### src/rtl/cpu_trace_monitor_if.sv
// Signal bundle between the CPU-side probe points / trace reader and cpu_trace_monitor.
// The monitor uses the slave modport; whoever drives the probes and reads the trace uses master.
interface cpu_trace_monitor_if #(
  parameter int unsigned PC_W    = 16,
  parameter int unsigned INSTR_W = 16,
  parameter int unsigned DEPTH   = 16,
  parameter int unsigned CYCLE_W = 32
);
  logic [PC_W-1:0]                     pc;
  logic [INSTR_W-1:0]                  instr;
  logic                                pc_stop;
  logic                                halt;
  logic                                op_err;
  logic                                fn_err;
  logic                                arm;
  logic                                rd_ready;
  logic                                rd_valid;
  logic [CYCLE_W+1+PC_W+INSTR_W-1:0]   rd_data;
  logic [CYCLE_W-1:0]                  cycle_count;
  logic [1:0]                          state;
  logic [1:0]                          trig_cause;
  logic [$clog2(DEPTH):0]              count;

  modport slave (
    input  pc, instr, pc_stop, halt, op_err, fn_err, arm, rd_ready,
    output rd_valid, rd_data, cycle_count, state, trig_cause, count
  );

  modport master (
    output pc, instr, pc_stop, halt, op_err, fn_err, arm, rd_ready,
    input  rd_valid, rd_data, cycle_count, state, trig_cause, count
  );
endinterface

### src/rtl/cpu_trace_monitor.sv
// Passive IF-stage trace monitor: circular capture buffer with cycle stamps, frozen a fixed
// number of entries after a HALT / unknown-opcode / unknown-function event, then drained.
module cpu_trace_monitor #(
  parameter int unsigned PC_W      = 16,
  parameter int unsigned INSTR_W   = 16,
  parameter int unsigned DEPTH     = 16,
  parameter int unsigned CYCLE_W   = 32,
  parameter int unsigned POST_TRIG = 4
) (
  input logic                  i_clock,
  input logic                  i_reset,
  cpu_trace_monitor_if.slave   bus
);

  localparam int unsigned AW = $clog2(DEPTH);
  localparam int unsigned CW = AW + 1;
  localparam int unsigned EW = CYCLE_W + 1 + PC_W + INSTR_W;
  localparam logic [CW-1:0] Full = CW'(DEPTH);

  typedef enum logic [1:0] {
    StIdle   = 2'b00,
    StArmed  = 2'b01,
    StPost   = 2'b10,
    StFrozen = 2'b11
  } state_e;

  state_e              r_state, w_state_nxt;
  logic [CYCLE_W-1:0]  r_cycle;
  logic [CW-1:0]       r_count, w_count_nxt;
  logic [AW-1:0]       r_wr_ptr, w_wr_ptr_nxt;
  logic [AW-1:0]       w_rd_ptr;
  logic [CW-1:0]       r_post_cnt, w_post_cnt_nxt;
  logic [1:0]          r_cause, w_cause_nxt;
  logic                w_capture;
  logic                w_trig;
  logic                w_rd_valid;
  logic                w_pop;
  logic [EW-1:0]       r_mem [DEPTH];

  assign w_trig     = bus.halt | bus.op_err | bus.fn_err;
  // Oldest entry sits count slots behind the write pointer; a full buffer gives rd_ptr == wr_ptr.
  assign w_rd_ptr   = r_wr_ptr - r_count[AW-1:0];
  assign w_rd_valid = (r_state == StFrozen) && (r_count != '0);
  assign w_pop      = w_rd_valid & bus.rd_ready;

  always_comb begin
    w_state_nxt    = r_state;
    w_count_nxt    = r_count;
    w_wr_ptr_nxt   = r_wr_ptr;
    w_post_cnt_nxt = r_post_cnt;
    w_cause_nxt    = r_cause;
    w_capture      = 1'b0;

    unique case (r_state)
      StIdle: begin
        if (bus.arm) begin
          w_state_nxt  = StArmed;
          w_count_nxt  = '0;
          w_wr_ptr_nxt = '0;
          w_cause_nxt  = 2'b00;
        end
      end
      StArmed: begin
        w_capture = 1'b1;
        if (w_trig) begin
          if (bus.fn_err)      w_cause_nxt = 2'b11;
          else if (bus.op_err) w_cause_nxt = 2'b10;
          else                 w_cause_nxt = 2'b01;
          w_post_cnt_nxt = '0;
          w_state_nxt    = (POST_TRIG == 0) ? StFrozen : StPost;
        end
      end
      StPost: begin
        w_capture      = 1'b1;
        w_post_cnt_nxt = r_post_cnt + 1'b1;
        if (32'(w_post_cnt_nxt) == POST_TRIG) w_state_nxt = StFrozen;
      end
      StFrozen: begin
        if (bus.arm) begin
          w_state_nxt  = StArmed;
          w_count_nxt  = '0;
          w_wr_ptr_nxt = '0;
          w_cause_nxt  = 2'b00;
        end else if (w_pop) begin
          w_count_nxt = r_count - 1'b1;
        end
      end
    endcase

    if (w_capture) begin
      w_wr_ptr_nxt = r_wr_ptr + 1'b1;
      if (r_count != Full) w_count_nxt = r_count + 1'b1;
    end
  end

  always_ff @(posedge i_clock) begin
    if (!i_reset) begin
      r_state    <= StIdle;
      r_cycle    <= '0;
      r_count    <= '0;
      r_wr_ptr   <= '0;
      r_post_cnt <= '0;
      r_cause    <= 2'b00;
    end else begin
      r_state    <= w_state_nxt;
      r_count    <= w_count_nxt;
      r_wr_ptr   <= w_wr_ptr_nxt;
      r_post_cnt <= w_post_cnt_nxt;
      r_cause    <= w_cause_nxt;
      if (r_cycle != '1) r_cycle <= r_cycle + 1'b1;
    end
  end

  // Buffer storage carries no reset; stale contents are never presented because count gates reads.
  always_ff @(posedge i_clock) begin
    if (i_reset && w_capture) begin
      r_mem[r_wr_ptr] <= {r_cycle, bus.pc_stop, bus.pc, bus.instr};
    end
  end

  assign bus.rd_valid    = w_rd_valid;
  assign bus.rd_data     = r_mem[w_rd_ptr];
  assign bus.cycle_count = r_cycle;
  assign bus.state       = r_state;
  assign bus.trig_cause  = r_cause;
  assign bus.count       = r_count;

endmodule
### src/flat_wrapper.sv
// flat-port wrapper written by rule: the top's interface ports become plain ports
module cpu_trace_monitor_flat 
#(
  parameter int unsigned PC_W      = 16,
  parameter int unsigned INSTR_W   = 16,
  parameter int unsigned DEPTH     = 16,
  parameter int unsigned CYCLE_W   = 32,
  parameter int unsigned POST_TRIG = 4
)
  (i_clock, i_reset, bus_pc, bus_instr, bus_pc_stop, bus_halt, bus_op_err, bus_fn_err, bus_arm, bus_rd_ready, bus_rd_valid, bus_rd_data, bus_cycle_count, bus_state, bus_trig_cause, bus_count);
  cpu_trace_monitor_if #(.PC_W(PC_W), .INSTR_W(INSTR_W), .DEPTH(DEPTH), .CYCLE_W(CYCLE_W)) bus_i ();
  input logic i_clock;
  input logic i_reset;
  input wire logic [$bits(bus_i.pc)-1:0] bus_pc;
  input wire logic [$bits(bus_i.instr)-1:0] bus_instr;
  input wire logic [$bits(bus_i.pc_stop)-1:0] bus_pc_stop;
  input wire logic [$bits(bus_i.halt)-1:0] bus_halt;
  input wire logic [$bits(bus_i.op_err)-1:0] bus_op_err;
  input wire logic [$bits(bus_i.fn_err)-1:0] bus_fn_err;
  input wire logic [$bits(bus_i.arm)-1:0] bus_arm;
  input wire logic [$bits(bus_i.rd_ready)-1:0] bus_rd_ready;
  output wire logic [$bits(bus_i.rd_valid)-1:0] bus_rd_valid;
  output wire logic [$bits(bus_i.rd_data)-1:0] bus_rd_data;
  output wire logic [$bits(bus_i.cycle_count)-1:0] bus_cycle_count;
  output wire logic [$bits(bus_i.state)-1:0] bus_state;
  output wire logic [$bits(bus_i.trig_cause)-1:0] bus_trig_cause;
  output wire logic [$bits(bus_i.count)-1:0] bus_count;
  assign bus_i.pc = bus_pc;
  assign bus_i.instr = bus_instr;
  assign bus_i.pc_stop = bus_pc_stop;
  assign bus_i.halt = bus_halt;
  assign bus_i.op_err = bus_op_err;
  assign bus_i.fn_err = bus_fn_err;
  assign bus_i.arm = bus_arm;
  assign bus_i.rd_ready = bus_rd_ready;
  assign bus_rd_valid = bus_i.rd_valid;
  assign bus_rd_data = bus_i.rd_data;
  assign bus_cycle_count = bus_i.cycle_count;
  assign bus_state = bus_i.state;
  assign bus_trig_cause = bus_i.trig_cause;
  assign bus_count = bus_i.count;
  cpu_trace_monitor #(.PC_W(PC_W), .INSTR_W(INSTR_W), .DEPTH(DEPTH), .CYCLE_W(CYCLE_W), .POST_TRIG(POST_TRIG)) u_core (.i_clock(i_clock), .i_reset(i_reset), .bus(bus_i));
endmodule
### config.mk
export PLATFORM = sky130hd
export DESIGN_NAME = cpu_trace_monitor_flat
export DESIGN_NICKNAME = d
export VERILOG_FILES = /design/src/rtl/cpu_trace_monitor_if.sv /design/src/rtl/cpu_trace_monitor.sv /design/src/flat_wrapper.sv
export SDC_FILE = /design/constraint.sdc
export NUM_CORES = 1
export LEC_CHECK = 0
export CAP_MARGIN = 5
export CORE_ASPECT_RATIO = 1.4
export CORE_UTILIZATION = 30
export DETAILED_ROUTE_END_ITERATION = 10
export GPL_TIMING_DRIVEN = 0
export REMOVE_ABC_BUFFERS = 1
export SETUP_SLACK_MARGIN = 0.2
export SLEW_MARGIN = 15
export SYNTH_ARGS = -nofsm -noshare
export SYNTH_HDL_FRONTEND = slang
export SYNTH_SLANG_ARGS = --single-unit
### constraint.sdc
create_clock -name i_clock -period 4.8 [get_ports i_clock]
set_input_delay 1.44 -clock i_clock [delete_from_list [all_inputs] [get_ports i_clock]]
set_output_delay 1.44 -clock i_clock [all_outputs]
set_load 0.01 [all_outputs]
# Word-level counts from Yosys, hierarchy flattened
# Memory sizes are Yosys's and may differ from the RTL's.
# Cells that the tools add are included.
[totals] regBits=50 latchBits=0 mem_bits_rw=1040 rom_bits=0 in_bits=40 output_inout_bits=107 word_cells=62 mem_count=1
[mem_list] memory="u_core.r_mem" depth=16 word_bits=65 rd=1 rd_clocked_by_memory_dff=0 wr=1 line="cpu_trace_monitor.sv:38" source="logic [EW-1:0] r_mem [DEPTH];"
[op_classes] add_sub_neg=6 mul=0 div=0 order_cmp=0 n_eq_ne=9 shift=0 n_mux=23 bitwise_logic=3 n_reduce_logical=14
[op_table] cell="$add A32 B1 Y32 const B" count=1
[op_table] cell="$ne A32 B32 Y1 const B" count=1
[op_table] cell="$mux W5" count=6
[op_table] cell="$pmux W5 S2" count=2
[op_table] cell="$mux W2" count=7
[op_table] cell="$mux W4" count=3
[op_table] cell="$add A5 B1 Y5 const B" count=2
[op_table] cell="$reduce_bool A2 Y1" count=4
[op_table] cell="$ne A2 B1 Y1 const B" count=3
[op_table] cell="$pmux W2 S3" count=1
[op_table] cell="$reduce_and A3 Y1" count=2
[op_table] cell="$eq A5 B3 Y1 const B" count=1
[op_table] cell="$ne A5 B5 Y1 const B" count=1
[op_table] cell="$reduce_bool A5 Y1" count=1
[op_table] cell="$sub A5 B1 Y5 const B" count=1
[op_table] cell="$add A4 B1 Y4 const B" count=1
[op_table] cell="$eq A2 B2 Y1 const B" count=2
[op_table] cell="$pmux W2 S2" count=1
[op_table] cell="$reduce_and A2 Y1" count=2
[op_table] cell="$reduce_or A2 Y1" count=2
[op_table] cell="$sub A4 B4 Y4" count=1
[op_table] cell="$mux W1" count=3
[op_table] cell="$eq A2 B1 Y1 const B" count=1
[op_table] cell="$logic_and A1 B1 Y1" count=2
[op_table] cell="3 further kinds" count=4

# Depth between registers and ports, before layout
# Gate-level depths: netlist of the first run.
[logic_depth] depth_word=8 ltp_mapped=9 depth_no_buf=7

# Worst setup path before layout of the first run
# OpenSTA, ideal clock, no wires.
[synth_timing] path_type="reg-to-output" startpoint="reg u_core.r_wr_ptr[0]" endpoint="out bus_rd_data[59]" arrival_time_ns=2.490 path_slack_ns=0.870 stages_incl_launch_ff=10 n_path_buf=3 path_cell_list="dfxtp_1 -> inv_1 -> ha_1 -> fa_1 -> buf_2 -> clkbuf_1 -> clkbuf_1 -> mux4_2 -> mux2i_1 -> mux2i_1"
[synth_between] elab_chain_len=2
[synth_lines] element="start, declared" line="cpu_trace_monitor.sv:30" source="logic [AW-1:0] r_wr_ptr, w_wr_ptr_nxt;"
[synth_lines] element="start signal, assigned" line="cpu_trace_monitor.sv:107" source="r_wr_ptr <= w_wr_ptr_nxt;"
[synth_lines] element="$sub A4 B4 Y4" line="cpu_trace_monitor.sv:42" source="assign w_rd_ptr = r_wr_ptr - r_count[AW-1:0];"
[synth_lines] element="$mem_v2 Z16 W65"
[synth_lines] element="end, declared" line="flat_wrapper.sv:23" source="output wire logic [$bits(bus_i.rd_data)-1:0] bus_rd_data;"
# No other way between the ends.

# Worst setup path after layout of the first run
[layout_timing] startpoint="reg u_core.r_wr_ptr[0]" endpoint="out bus_rd_data[7]"
# Same word-level chain as after synthesis.

==> out/qor.yml, run 1 <==
status: "finished with violations"
violations: "setup timing"
core_um2: 140000
synth_seq_cells: 1090
drive_gt1_share_pct: 32.6
syn_area_per_cell_um2: 22.0
peakVddDrop_v: 0.000466
critPathMaxStageDelay_ns: 0.84
clkTransAtPathRegs_ns: 0.06
cts_inserted_buffers: 103
maxCapViolCount: 0
avgViaCountPerCell: 5.03
htreeDepth: 3
path_max_fanout: 5
groute.usage.overall_pct: 15.0
grt_overflow: 0
avgRoutedWirePerCell_um: 26.0
port_buffers: 146
slew_violations: 0
cts_max_path_buffers: 3
power.total_mw: 39.1
min_period_ns: 4.97
synth_area_um2: 42300
ios: 147
max_freq_mhz: 201
crit_slowest_cell: "fa_4"
critPathArrivalTime_ns: 3.53
first_pass_iters: 5
synth.distinct_cells: 60
finish.utilization_pct: 37.7
grt_max_degree: 46
cts_tree: "built"
die_y_um: 446
setup_viol: 55
vias: 20800
critPathKind: "reg -> out"
path_cells: "inv_6 > ha_4 > fa_4 > buf_12 > buf_8 > buf_12 > buf_16 > buf_12 > mux4_2 > mux2i_4 > mux2i_4 > buf_6"
rsz0062_at_grt: "yes"
async_reset_ff_share_pct: 0
skew_ns: 0.0467
end_kind: "primary output"
cpMostUsedCell: "buf_12"
fin_hold_ws_ns: 0.503
dieArea_um2: 143000
drc: 0
p_per_area_nw_per_um2: 743
drt_iter0_drc: 1855
slew_headroom_pct: 40.3
fin_setup_tns_ns: -4.10
dieWidth_um: 319
crit_required_ns: 3.36
finalHoldViolations: 0
pre_cts_slack_ns: -0.872
ys.flop_type: "edfxtp_1"
p_leak_nw: 17.1
synth-edff-count: 1040
final_nets: 2299
worst_pin_slew_ns: 0.896
areaGrowthSynthToFinish_pct: 24.5
yosysWarnings: 0
fin_crit_sh_pct: 104
fin_ws_ns: -0.174
root_buffer: "clkbuf_16"
grt_pass1_wl_mm: 154
routed_wl_mm: 108
cts.sinks: 1090
ant_nets: 0
final_area_um2: 52700
start_kind: "register"
place_area_um2: 47000
grt_pass1_vias: 21700
hpwl_mm: 60.0
num_rows: 162
clk_latency_ns: 0.69
dp_cells: 3852
place.gp.congestion: 0.710
worstHoldPathType: "reg -> reg"
fin_cells: 4131
initial_core_util_pct: 30.3
antenna_found_initial: 6
synth_seq_area_share_pct: 76.1
syn_inst: 1926
[kinds of logic after synthesis]
logic type               after synthesis  share of synthesized area, %
AO/OA/AOI/OAI                         86                          1.34
XOR/XNOR                              18                         0.372
adder cells (fa/ha/maj)               16                         0.491
buffers and inverters                111                          1.10
flip-flops                          1090                          76.1
multiplexers                         460                          18.6
AND/OR/NAND/NOR                      145                          2.00
[power by group]
| group | switching, mW | total, mW | internal (mW) |
|---|---|---|---|
| sequential | 0.105 | 10.7 | 10.6 |
| clock | 3.40 | 7.94 | 4.54 |
| combinational | 9.51 | 20.5 | 11.0 |
[state kept, by name, indices dropped and copies added (netlist names)]
register / count
u_core.r_mem: 1040
u_core.bus.cycle_count: 32
u_core.r_wr_ptr: 4
u_core.bus.state: 2
u_core.bus.count: 5
u_core.bus.trig_cause: 2
u_core.r_post_cnt: 5
[path summary, 6_finish.rpt]
path	slack, ns	to	depth (start not counted)	startpoint
worst min register to register	0.50	u_core.r_post_cnt[4]$_SDFFE_PN0P_	2	u_core.r_post_cnt[4]$_SDFFE_PN0P_
worst max-delay path	-0.17	bus_rd_data[7]	12	u_core.r_wr_ptr[0]$_SDFFE_PN0P_
worst max register to register	1.23	u_core.r_mem[5][29]$_DFFE_PP_	7	u_core.bus.state[1]$_SDFFE_PN0P_
worst min-delay path	0.50	u_core.r_post_cnt[4]$_SDFFE_PN0P_	2	u_core.r_post_cnt[4]$_SDFFE_PN0P_
[cell type report]
| class | count | area, um2 |
|---|---|---|
| fillers | 12300 | 87000 |
| multi-input cells | 725 | 10500 |
| clock inverters | 52 | 469 |
| inverters | 18 | 72.6 |
| diodes | 2 | 5.00 |
| well taps | 1804 | 2260 |
| repair buffers | 305 | 4320 |
| clock buffers | 135 | 2810 |
| flip-flops and latches | 1090 | 32200 |
[what timing repair did]
action	CTS	global route
pin swaps	4	0
cloned	32	2
buffers inserted	51	5
hold buffers	0	0
resized for setup	469	35
setup endpoints to repair	65	65
[metal layers]
layer | up-vias | global-route usage, % | wire length (um)
met5 | - | 0 | 8
met4 | 2 | 4.24 | 2190
met3 | 124 | 2.53 | 6200
met2 | 674 | 25.8 | 55000
met1 | 11200 | 19.4 | 44100
li1 | 8768 | - | -
[placed cells by master, fill, tap and decap left out, drive strengths merged, types with 10 or more instances in the layout]
cell type,count
edfxtp,1040
mux4,260
buf,218
mux2i,200
clkbuf,137
clkdlybuf4s50,81
dfxtp,50
clkinv,40
a21oi,29
nor2,27
o21ai,20
inv,20
nand2,19
and2,16
ha,15
or3,13
nand3,12
nor3,12
nand4,11
xor2,10
[worst max-delay path, delay by kind of cell (launching register included)]
kind | cells | cell delay, ns
buffers and inverters | 7 | 0.80
DFF | 1 | 0.37
adders and majority gates | 2 | 0.99
muxes | 3 | 0.66
[Yosys cell counts, types with 8 or more instances]
cell type,count,area (um2)
nand3_1,12,60.1
o21ai_0,20,100
dfxtp_1,50,1000
nor3_1,10,50.1
a21oi_1,29,145
nor2_1,27,101
xnor2_1,8,70.1
edfxtp_1,1040,31200
or3_1,12,75.1
clkbuf_1,40,150
nand4_1,9,56.3
and3_1,8,50.1
xor2_1,10,87.6
buf_1,15,56.3
buf_2,38,190
nand2_1,19,71.3
inv_1,17,63.8
and2_1,16,100
mux4_2,260,5860
ha_1,15,188
mux2i_1,200,2000
Power figures use the tool's default switching activity.
==> inputs of run 2 (changes only) <==
- RECOVER_POWER: not set -> 50
==> out/qor.yml, run 2 (synthesis gave the netlist of run 1 again) <==
status: "finished with violations"
violations: "capacitance limit, slew limit, setup timing"
p_leak_nw: 17.1  # about the same
setup_viol: 54  # -1.8%
drt_iter0_drc: 1741  # -6.1%
num_rows: 162  # unchanged
grt_pass1_vias: 21700  # unchanged
path_max_fanout: 5  # unchanged
worstHoldPathType: "reg -> reg"
fin_setup_tns_ns: -3.89  # +0.209 ns
holdPathEnd: "u_core.bus.trig_cause[1]$_SDFFE_PN0P_"
min_period_ns: 4.97  # -0.00195 ns
cts_tree: "built"
slew_violations: 60  # +60
avgRoutedWirePerCell_um: 26.0  # about the same
wl_met3_mm: 6.41  # +3.3%
comb_power_share_pct: 52.3  # about the same
avgViaCountPerCell: 5.05  # +0.48%
peakVddDrop_v: 0.000468  # +0.44%
mostFrequentLayoutCells: "1040 x edfxtp_1, 260 x mux4_2, 116 x mux2i_1"
skew_ns: 0.0453  # -0.00133 ns
hold_start: "u_core.bus.trig_cause[1]$_SDFFE_PN0P_"
routed_wl_mm: 108  # about the same
clkTransAtPathRegs_ns: 0.06  # about the same
clk_latency_ns: 0.69  # about the same
rsz0062_at_grt: "yes"
clockPowerShare_pct: 20.3  # about the same
critPathKind: "reg -> out"
max_freq_mhz: 201  # about the same
p_switching_mw: 13.0  # about the same
hpwl_mm: 60.0  # unchanged
r2r_start: "u_core.bus.state[1]$_SDFFE_PN0P_"
first_pass_iters: 7  # +2
vias: 20900  # +0.55%
drt-met1-wl_mm: 44.0  # -0.27%
netSwitchingFraction_pct: 33.2  # about the same
cts.sinks: 1090  # unchanged
grt_max_degree: 46  # unchanged
final_nets: 2299  # unchanged
end_kind: "primary output"
cts_inserted_buffers: 103  # unchanged
dieArea_um2: 143000  # unchanged
cts_max_path_buffers: 3  # unchanged
groute.usage.overall_pct: 15.0  # unchanged
core_um2: 140000  # unchanged
antenna_found_initial: 18  # +12
r2r_cells: 5  # -2
rr_endpoint: "u_core.r_mem[15][3]$_DFFE_PP_"
port_buffers: 146  # unchanged
htreeDepth: 3  # unchanged
internal_power_mw: 26.1  # about the same
maxCapViolCount: 2  # +2
grt_pass1_wl_mm: 154  # unchanged
initial_core_util_pct: 30.3  # unchanged
place.gp.congestion: 0.710  # unchanged
power.total_mw: 39.1  # about the same
worst_pin_slew_ns: 1.84  # +0.948 ns
fin_hold_ws_ns: 0.502  # -0.00120 ns
areaGrowthSynthToFinish_pct: 24.5  # unchanged
root_buffer: "clkbuf_16"
final_common_cell: "edfxtp_1"
grt_overflow: 0  # unchanged
cp-startpoint: "u_core.r_wr_ptr[0]$_SDFFE_PN0P_"
drive_gt1_share_pct: 32.5  # -0.13 points
ant_nets: 0  # unchanged
drc: 0  # unchanged
die_y_um: 446  # unchanged
slew_headroom_pct: -23.0  # -63 points
top_register: "u_core.r_mem"
dieWidth_um: 319  # unchanged
min_path_cells: 2  # unchanged
sequentialPowerShare_pct: 27.4  # about the same
p_per_area_nw_per_um2: 743  # about the same
crit_required_ns: 3.36  # about the same
largest_reg_flops: 1040  # unchanged
fin_ws_ns: -0.172  # +0.00195 ns
highest_layer: "met5"
ios: 147  # unchanged
fin_crit_sh_pct: 104  # about the same
regToRegSetupSlack_ns: 1.00  # -0.23 ns
critPathArrivalTime_ns: 3.53  # about the same
start_kind: "register"
dr_wl_met2_mm: 54.8  # -0.37%
finalHoldViolations: 0  # unchanged
## run 2: metrics by stage
stage	setup WS [ns]	instances	area [um2]	utilization (%)
after global placement	-18.80	3783	45700	32.7
after floorplan	-8.29	1833	41900	-
after detailed placement	-0.872	3852	47000	33.7
after global routing	-0.256	4132	52700	37.7
after CTS	-0.227	4122	52400	37.5
final	-0.172	4134	52700	37.7
## run 2: timing repair
item                       in CTS  in global routing
cloned                         32                  2
pin swaps                       4                  0
hold buffers                    0                  0
setup endpoints to repair      65                 65
buffers inserted               51                  5
resized for setup             469                 35
## run 2: worst max-delay path: stages (launching register included)
cell and delay, ns:
dfxtp_4 0.37, inv_6 0.04, ha_4 0.15, fa_4 0.84, buf_12 0.12, buf_8 0.11, buf_12 0.12, buf_16 0.15
buf_12 0.12, mux4_2 0.33, mux2i_4 0.20, mux2i_4 0.13, buf_6 0.14
## run 2: power groups by stage
stage	Sequential [mW]	Combinational, mW	Clock, mW
2_1_floorplan	10.9	5.87	0
3_3_place_gp	11.0	6.36	0
3_5_place_dp	10.9	15.4	0
4_1_cts	10.7	20.1	8.06
5_1_grt	10.8	21.6	8.41
6_report	10.7	20.5	7.93
## run 2: area by class of cell
type / count / area (um2)
well taps: 1804 / 2260
fillers: 12300 / 87000
flip-flops and latches: 1090 / 32200
clock inverters: 52 / 469
inverters: 18 / 72.6
diodes: 5 / 12.5
multi-input cells: 725 / 10500
repair buffers: 305 / 4320
clock buffers: 135 / 2810
## run 2: how the worst max path moves through the flow
stage | to | slack, ns | cells past startpoint
2_1_floorplan | bus_rd_data[0] | -8.29 | 5
3_3_place_gp | bus_rd_data[64] | -18.80 | 7
3_5_place_dp | bus_rd_data[49] | -0.87 | 9
4_1_cts | bus_rd_data[7] | -0.23 | 12
5_1_grt | bus_rd_data[6] | -0.26 | 12
6_report | bus_rd_data[7] | -0.17 | 12
## run 2: routing by layer
layer  vias up  GRT usage, %
met3       137          2.53
met2       747          25.8
li1       8779             -
met4         2          4.24
met1     11200          19.4
met5         -             0
==> inputs of run 3 (changes only) <==
- SLEW_MARGIN: 15 -> 10
==> out/qor.yml, run 3 (synthesis gave the netlist of run 1 again) <==
rr_endpoint: "u_core.r_mem[15][27]$_DFFE_PP_"
final_area_um2: 52700  # about the same
end_kind: "primary output"
final_common_cell: "edfxtp_1"
die_y_um: 446  # unchanged
pre_cts_slack_ns: -0.868  # +0.00389 ns
place.gp.congestion: 0.710  # unchanged
grt_pass1_wl_mm: 151  # -1.5%
root_buffer: "clkbuf_16"
cts_inserted_buffers: 104  # +0.97%
r2r_start: "u_core.bus.state[1]$_SDFFE_PN0P_"
finalHoldViolations: 0  # unchanged
drc: 0  # unchanged
ios: 147  # unchanged
drt_iter0_drc: 1834  # +5.3%
violations: "capacitance limit, slew limit, setup timing"
path_max_fanout: 8  # +3
avgRoutedWirePerCell_um: 25.6  # -1.5%
first_pass_iters: 5  # -2
internal_power_mw: 26.1  # -0.13%
start_kind: "register"
core_um2: 140000  # unchanged
port_buffers: 146  # unchanged
mostFrequentLayoutCells: "1040 x edfxtp_1, 260 x mux4_2, 112 x clkbuf_16"
htreeDepth: 3  # unchanged
setup_viol: 33  # -39%
ant_nets: 0  # unchanged
drive_gt1_share_pct: 33.2  # +0.76 points
clk_latency_ns: 0.68  # about the same
top_register: "u_core.r_mem"
cp.depth: 11  # -1
clockPowerShare_pct: 21.2  # +0.9 points
crit_slowest_cell: "fa_4"
p_leak_nw: 17.1  # about the same
hpwl_mm: 59.7  # -0.41%
r2r_cells: 5  # unchanged
initial_core_util_pct: 30.3  # unchanged
num_rows: 162  # unchanged
grt_overflow: 0  # unchanged
critPathKind: "reg -> out"
fin_hold_ws_ns: 0.497  # -0.00543 ns
cts_tree: "built"
vias: 20800  # -0.59%
worst_pin_slew_ns: 1.81  # -0.0295 ns
place_area_um2: 47000  # about the same
cp-startpoint: "u_core.bus.count[0]$_SDFF_PN0_"
rsz0062_at_grt: "yes"
worstHoldPathType: "reg -> reg"
status: "finished with violations"
critPathMaxStageDelay_ns: 0.76  # -0.08 ns
power.total_mw: 39.0  # -0.44%
peakVddDrop_v: 0.000382  # -18%
grt_max_degree: 46  # unchanged
dieArea_um2: 143000  # unchanged
fin_crit_sh_pct: 103  # -1.0 points
wl_met3_mm: 6.52  # +1.8%
maxCapViolCount: 2  # unchanged
path_cells: "ha_4 > fa_4 > buf_12 > buf_16 > buf_8 > buf_12 > buf_16 > mux4_2 > mux2i_1 > mux2i_2 > buf_2"
skew_ns: 0.0267  # -0.0186 ns
dieWidth_um: 319  # unchanged
p_per_area_nw_per_um2: 739  # -0.47%
groute.usage.overall_pct: 14.6  # -0.34 points
areaGrowthSynthToFinish_pct: 24.5  # about the same
cts_max_path_buffers: 3  # unchanged
path_buf_inv: 6  # -1
min_path_cells: 2  # unchanged
worstSetupEndpoint: "bus_rd_data[56]"
comb_power_share_pct: 51.2  # -1.1 points
drt-met1-wl_mm: 43.6  # -0.95%
crit_required_ns: 3.36  # about the same
netSwitchingFraction_pct: 33.0  # -0.21 points
p_switching_mw: 12.9  # -1.1%
critPathArrivalTime_ns: 3.48  # -0.05 ns
final_nets: 2296  # -0.13%
highest_layer: "met4"
critPathTopFamily: "adder cells"
clkTransAtPathRegs_ns: 0.06  # about the same
min_period_ns: 4.92  # -0.0479 ns
cts.sinks: 1090  # unchanged
avgViaCountPerCell: 5.02  # -0.71%
routed_wl_mm: 106  # -1.3%
dr_wl_met2_mm: 53.8  # -1.8%
antenna_found_initial: 19  # +1
sequentialPowerShare_pct: 27.6  # +0.2 points
slew_violations: 60  # unchanged
regToRegSetupSlack_ns: 1.04  # +0.04 ns
slew_headroom_pct: -21.0  # +2.0 points
dp_cells: 3850  # -0.052%
grt_pass1_vias: 21800  # +0.41%
max_freq_mhz: 203  # +0.97%
fin_ws_ns: -0.124  # +0.0479 ns
largest_reg_flops: 1040  # unchanged
fin_cells: 4139  # +0.12%
filler_cell_count: 12300  # +0.26%
run 3: final cells by class:
class | instances | area [um2] | area share [%]
Clock buffer | 123 | 2770 | 5.25
Tap cell | 1804 | 2260 | 4.28
Clock inverter | 69 | 691 | 1.31
Multi-Input combinational cell | 725 | 10500 | 19.9
Timing Repair Buffer | 301 | 4170 | 7.92
Sequential cell | 1090 | 32200 | 61.2
Inverter | 18 | 72.6 | 0.138
Antenna cell | 9 | 22.5 | 0.0427
run 3: per-layer routing:
layer,global-route usage [%],up-vias
li1,-,8776
met4,3.84,0
met2,25.4,670
met3,2.48,138
met5,0,-
met1,18.9,11200
run 3: how the worst min path moves through the flow:
| stage | start | endpoint | slack [ns] |
|---|---|---|---|
| final | u_core.r_post_cnt[4]$_SDFFE_PN0P_ | u_core.r_post_cnt[4]$_SDFFE_PN0P_ | 0.50 |
| after CTS | u_core.r_post_cnt[4]$_SDFFE_PN0P_ | u_core.r_post_cnt[4]$_SDFFE_PN0P_ | 0.50 |
| after global routing | u_core.bus.trig_cause[1]$_SDFFE_PN0P_ | u_core.bus.trig_cause[1]$_SDFFE_PN0P_ | 0.53 |
| after detailed placement | u_core.bus.trig_cause[0]$_SDFFE_PN0P_ | u_core.bus.trig_cause[0]$_SDFFE_PN0P_ | 0.49 |
| after global placement | u_core.bus.trig_cause[0]$_SDFFE_PN0P_ | u_core.bus.trig_cause[0]$_SDFFE_PN0P_ | 0.48 |
| after floorplan | u_core.r_post_cnt[4]$_SDFFE_PN0P_ | u_core.r_post_cnt[4]$_SDFFE_PN0P_ | 0.45 |
run 3: per-stage QoR:
step / util, % / TNS [ns]
5_1_grt: 37.7 / -6.25
6_report: 37.7 / -1.36
4_1_cts: 37.4 / -5.33
3_5_place_dp: 33.7 / -30.81
2_1_floorplan: - / -538.74
3_3_place_gp: 32.7 / -3650.35
run 3: power groups by stage:
| stage | logic (mW) | clock network, mW | registers (mW) |
|---|---|---|---|
| floorplan | 5.87 | 0 | 10.9 |
| global placement | 6.36 | 0 | 11.0 |
| detailed placement | 15.4 | 0 | 10.9 |
| CTS | 19.3 | 8.40 | 10.7 |
| global route | 21.1 | 8.75 | 10.8 |
| finish | 20.0 | 8.26 | 10.7 |
run 3: worst min-delay path: cells and delay by family (launching register included):
kind               cells  cell delay [ns]
AOI/OAI and AO/OA      2             0.13
DFF                    1             0.32
run 3: what timing repair did:
| action | in CTS | in global routing |
|---|---|---|
| buffers inserted | 49 | 10 |
| setup endpoints to repair | 65 | 65 |
| hold buffers | 0 | 0 |
| pin swaps | 4 | 1 |
| gates resized for setup | 436 | 59 |
| gates cloned | 24 | 5 |
| endpoints found under the hold margin | 0 | 0 |
==> patch (flow settings as in run 3) <==
Make the reset (`i_reset`) asynchronous in one clocked block.
--- a/src/rtl/cpu_trace_monitor.sv
+++ b/src/rtl/cpu_trace_monitor.sv
@@ -95,3 +95,3 @@
 
-  always_ff @(posedge i_clock) begin
+  always_ff @(posedge i_clock or negedge i_reset) begin
     if (!i_reset) begin
Function: differs if i_reset is asserted again (counterexample within 4 cycles, from zero or initial values and one cycle with i_reset low); with i_reset held inactive, the same outputs for 4 cycles.
==> patch against run 3 <==
The run ends with setup timing left. Sequential cell count is the same. Routed wire length increased by 12%. Critical path depth unchanged. First-iteration DRC count increased by 32%. Cell area up 2.7%. Power rose by 14%. Register-to-register slack improved by 0.24 ns. Clock power is 5.1% higher. Sequential share of layout area down 1.1 points. Global-route usage rose by 1.6 points. Hold slack better by 0.041 ns. Area after synthesis rose by 1.1%. Setup slack lost 0.23 ns. Critical path type unchanged. Largest power group unchanged.
==> patch: results (changes against run 3) <==
Status
  – Status: finished with violations
  – Violated checks: setup timing

Placed design
  – Routability cong.: 0.724 (+2.0%)
  – Dpl cells: 4101 (+6.5%)
  – Setup slack at placement: -0.864 ns (+0.00370 ns)
  – Hpwl dp: 73.2 mm (+23%)

STA
  – Final setup fails: 65 (+97%)
  – Final Skew: 0.0212 ns (-0.00555 ns)
  – Setup_tns: -13.81 ns (-12.45 ns)
  – Worst Setup Slack, final: -0.350 ns (-0.226 ns)
  – Smallest hold slack: 0.538 ns (+0.0414 ns)

Setup path
  – Crit-path leading delay family: adder cells
  – Crit path largest cell delay: 0.93 ns (+0.17 ns)
  – Crit path to: bus_rd_data[64]
  – R2r setup slk: 1.28 ns (+0.24 ns)
  – R2r startpoint: u_core.bus.state[1]
  – R2R Path End: u_core.r_mem[13][29]
  – Crit path launch: u_core.r_wr_ptr[0]
  – Arr. time, crit path: 3.71 ns (+0.23 ns)
  – Reg2reg path depth: 7 (+2)

Routing
  – Via count: 23500 (+13%)
  – DR iter-0 viols: 2428 (+32%)
  – DR vias/cell: 5.33 (+6.2%)
  – Final WL: 119 mm (+12%)

Yosys
  – Synth Instances: 2085 (+8.3%)
  – Share of flip-flops with an asynchronous set or reset: 0.0459 (+0.0459)
  – Commonest cells post-synth: edfxtp_1, mux4_2, nand4_1
  – Seq/Total Area, Yosys: 0.759 (-0.00208)
  – Synth cell types: 55 (-8.3%)
  – Ranking of synthesized cells by area: edfxtp_1, mux4_2, nand4_1

Layout
  – Share of layout cells above drive strength 1: 0.299 (-0.0331)
  – Fillers: 12700 (+2.9%)
  – Area of the multi-input gates: 9910 sq um (-5.5%)

Clocking
  – CTS Buf Count: 108 (+3.8%)

Hold path
  – WHS Endpoint: u_core.bus.trig_cause[0]
  – Min-delay src: u_core.bus.trig_cause[0]

Global routing
  – First-pass GRT wire length: 171 mm (+13%)
  – Total GRT Usage: 0.163 (+0.0162)
  – Initial antenna violation count: 20 (+1)

Pwr
  – P_leak: 0.0176 uW (+2.7%)
  – Worst vdd ir: 645 uV (+69%)
==> patch: cell count changes in the layout (fill, tap and decap cells not counted), moves of 19 or more <==
cell | before | now
nand4_1 | 9 | 203
o211ai_1 | 3 | 130
mux2i_1 | 109 | 1
dfrtp_1 | 0 | 47
mux2i_4 | 46 | 0
dfxtp_1 | 45 | 0
mux2i_2 | 45 | 0
buf_16 | 46 | 78
buf_12 | 41 | 68
a21oi_1 | 28 | 9
==> patch: cell type report <==
class,instances,area share
diodes,3,0.000139
clock buffers,147,0.0553
clock inverters,58,0.0126
inverters,14,0.000971
multi-input cells,831,0.183
flip-flops and latches,1090,0.600
well taps,1897,0.0439
repair buffers,373,0.104
==> patch: where the power goes <==
part           switching (uW)  internal [uW]
logic                   12800          11800
registers                 149          10900
clock network            3520           5170
==> patch: repair_timing <==
| item | in CTS | in global routing |
|---|---|---|
| buffers inserted | 46 | 25 |
| pin swaps | 67 | 53 |
| endpoints found under the setup margin | 65 | 65 |
| gates resized for setup | 330 | 19 |
| cloned | 24 | 9 |
| endpoints found under the hold margin | 0 | 0 |
==> patch: logic make-up after synthesis <==
| kind of cell | after synthesis | synth area share |
|---|---|---|
| xor gates and xnor gates | 36 | 0.00737 |
| adders and majority gates | 16 | 0.00486 |
| AOI/OAI and AO/OA | 178 | 0.0298 |
| and+or+nand+nor | 337 | 0.0456 |
| buffers and inverters | 165 | 0.0153 |
| muxes | 263 | 0.138 |
| DFF | 1090 | 0.759 |
==> patch: metal layers <==
| layer | up-vias | global-route usage | part of all wire |
|---|---|---|---|
| li1 | 9627 | - | - |
| met3 | 243 | 0.0277 | 0.074 |
| met4 | 2 | 0.0558 | 0.032 |
| met1 | 12500 | 0.219 | 0.41 |
| met2 | 1122 | 0.265 | 0.49 |
| met5 | - | 0 | 0.00016 |
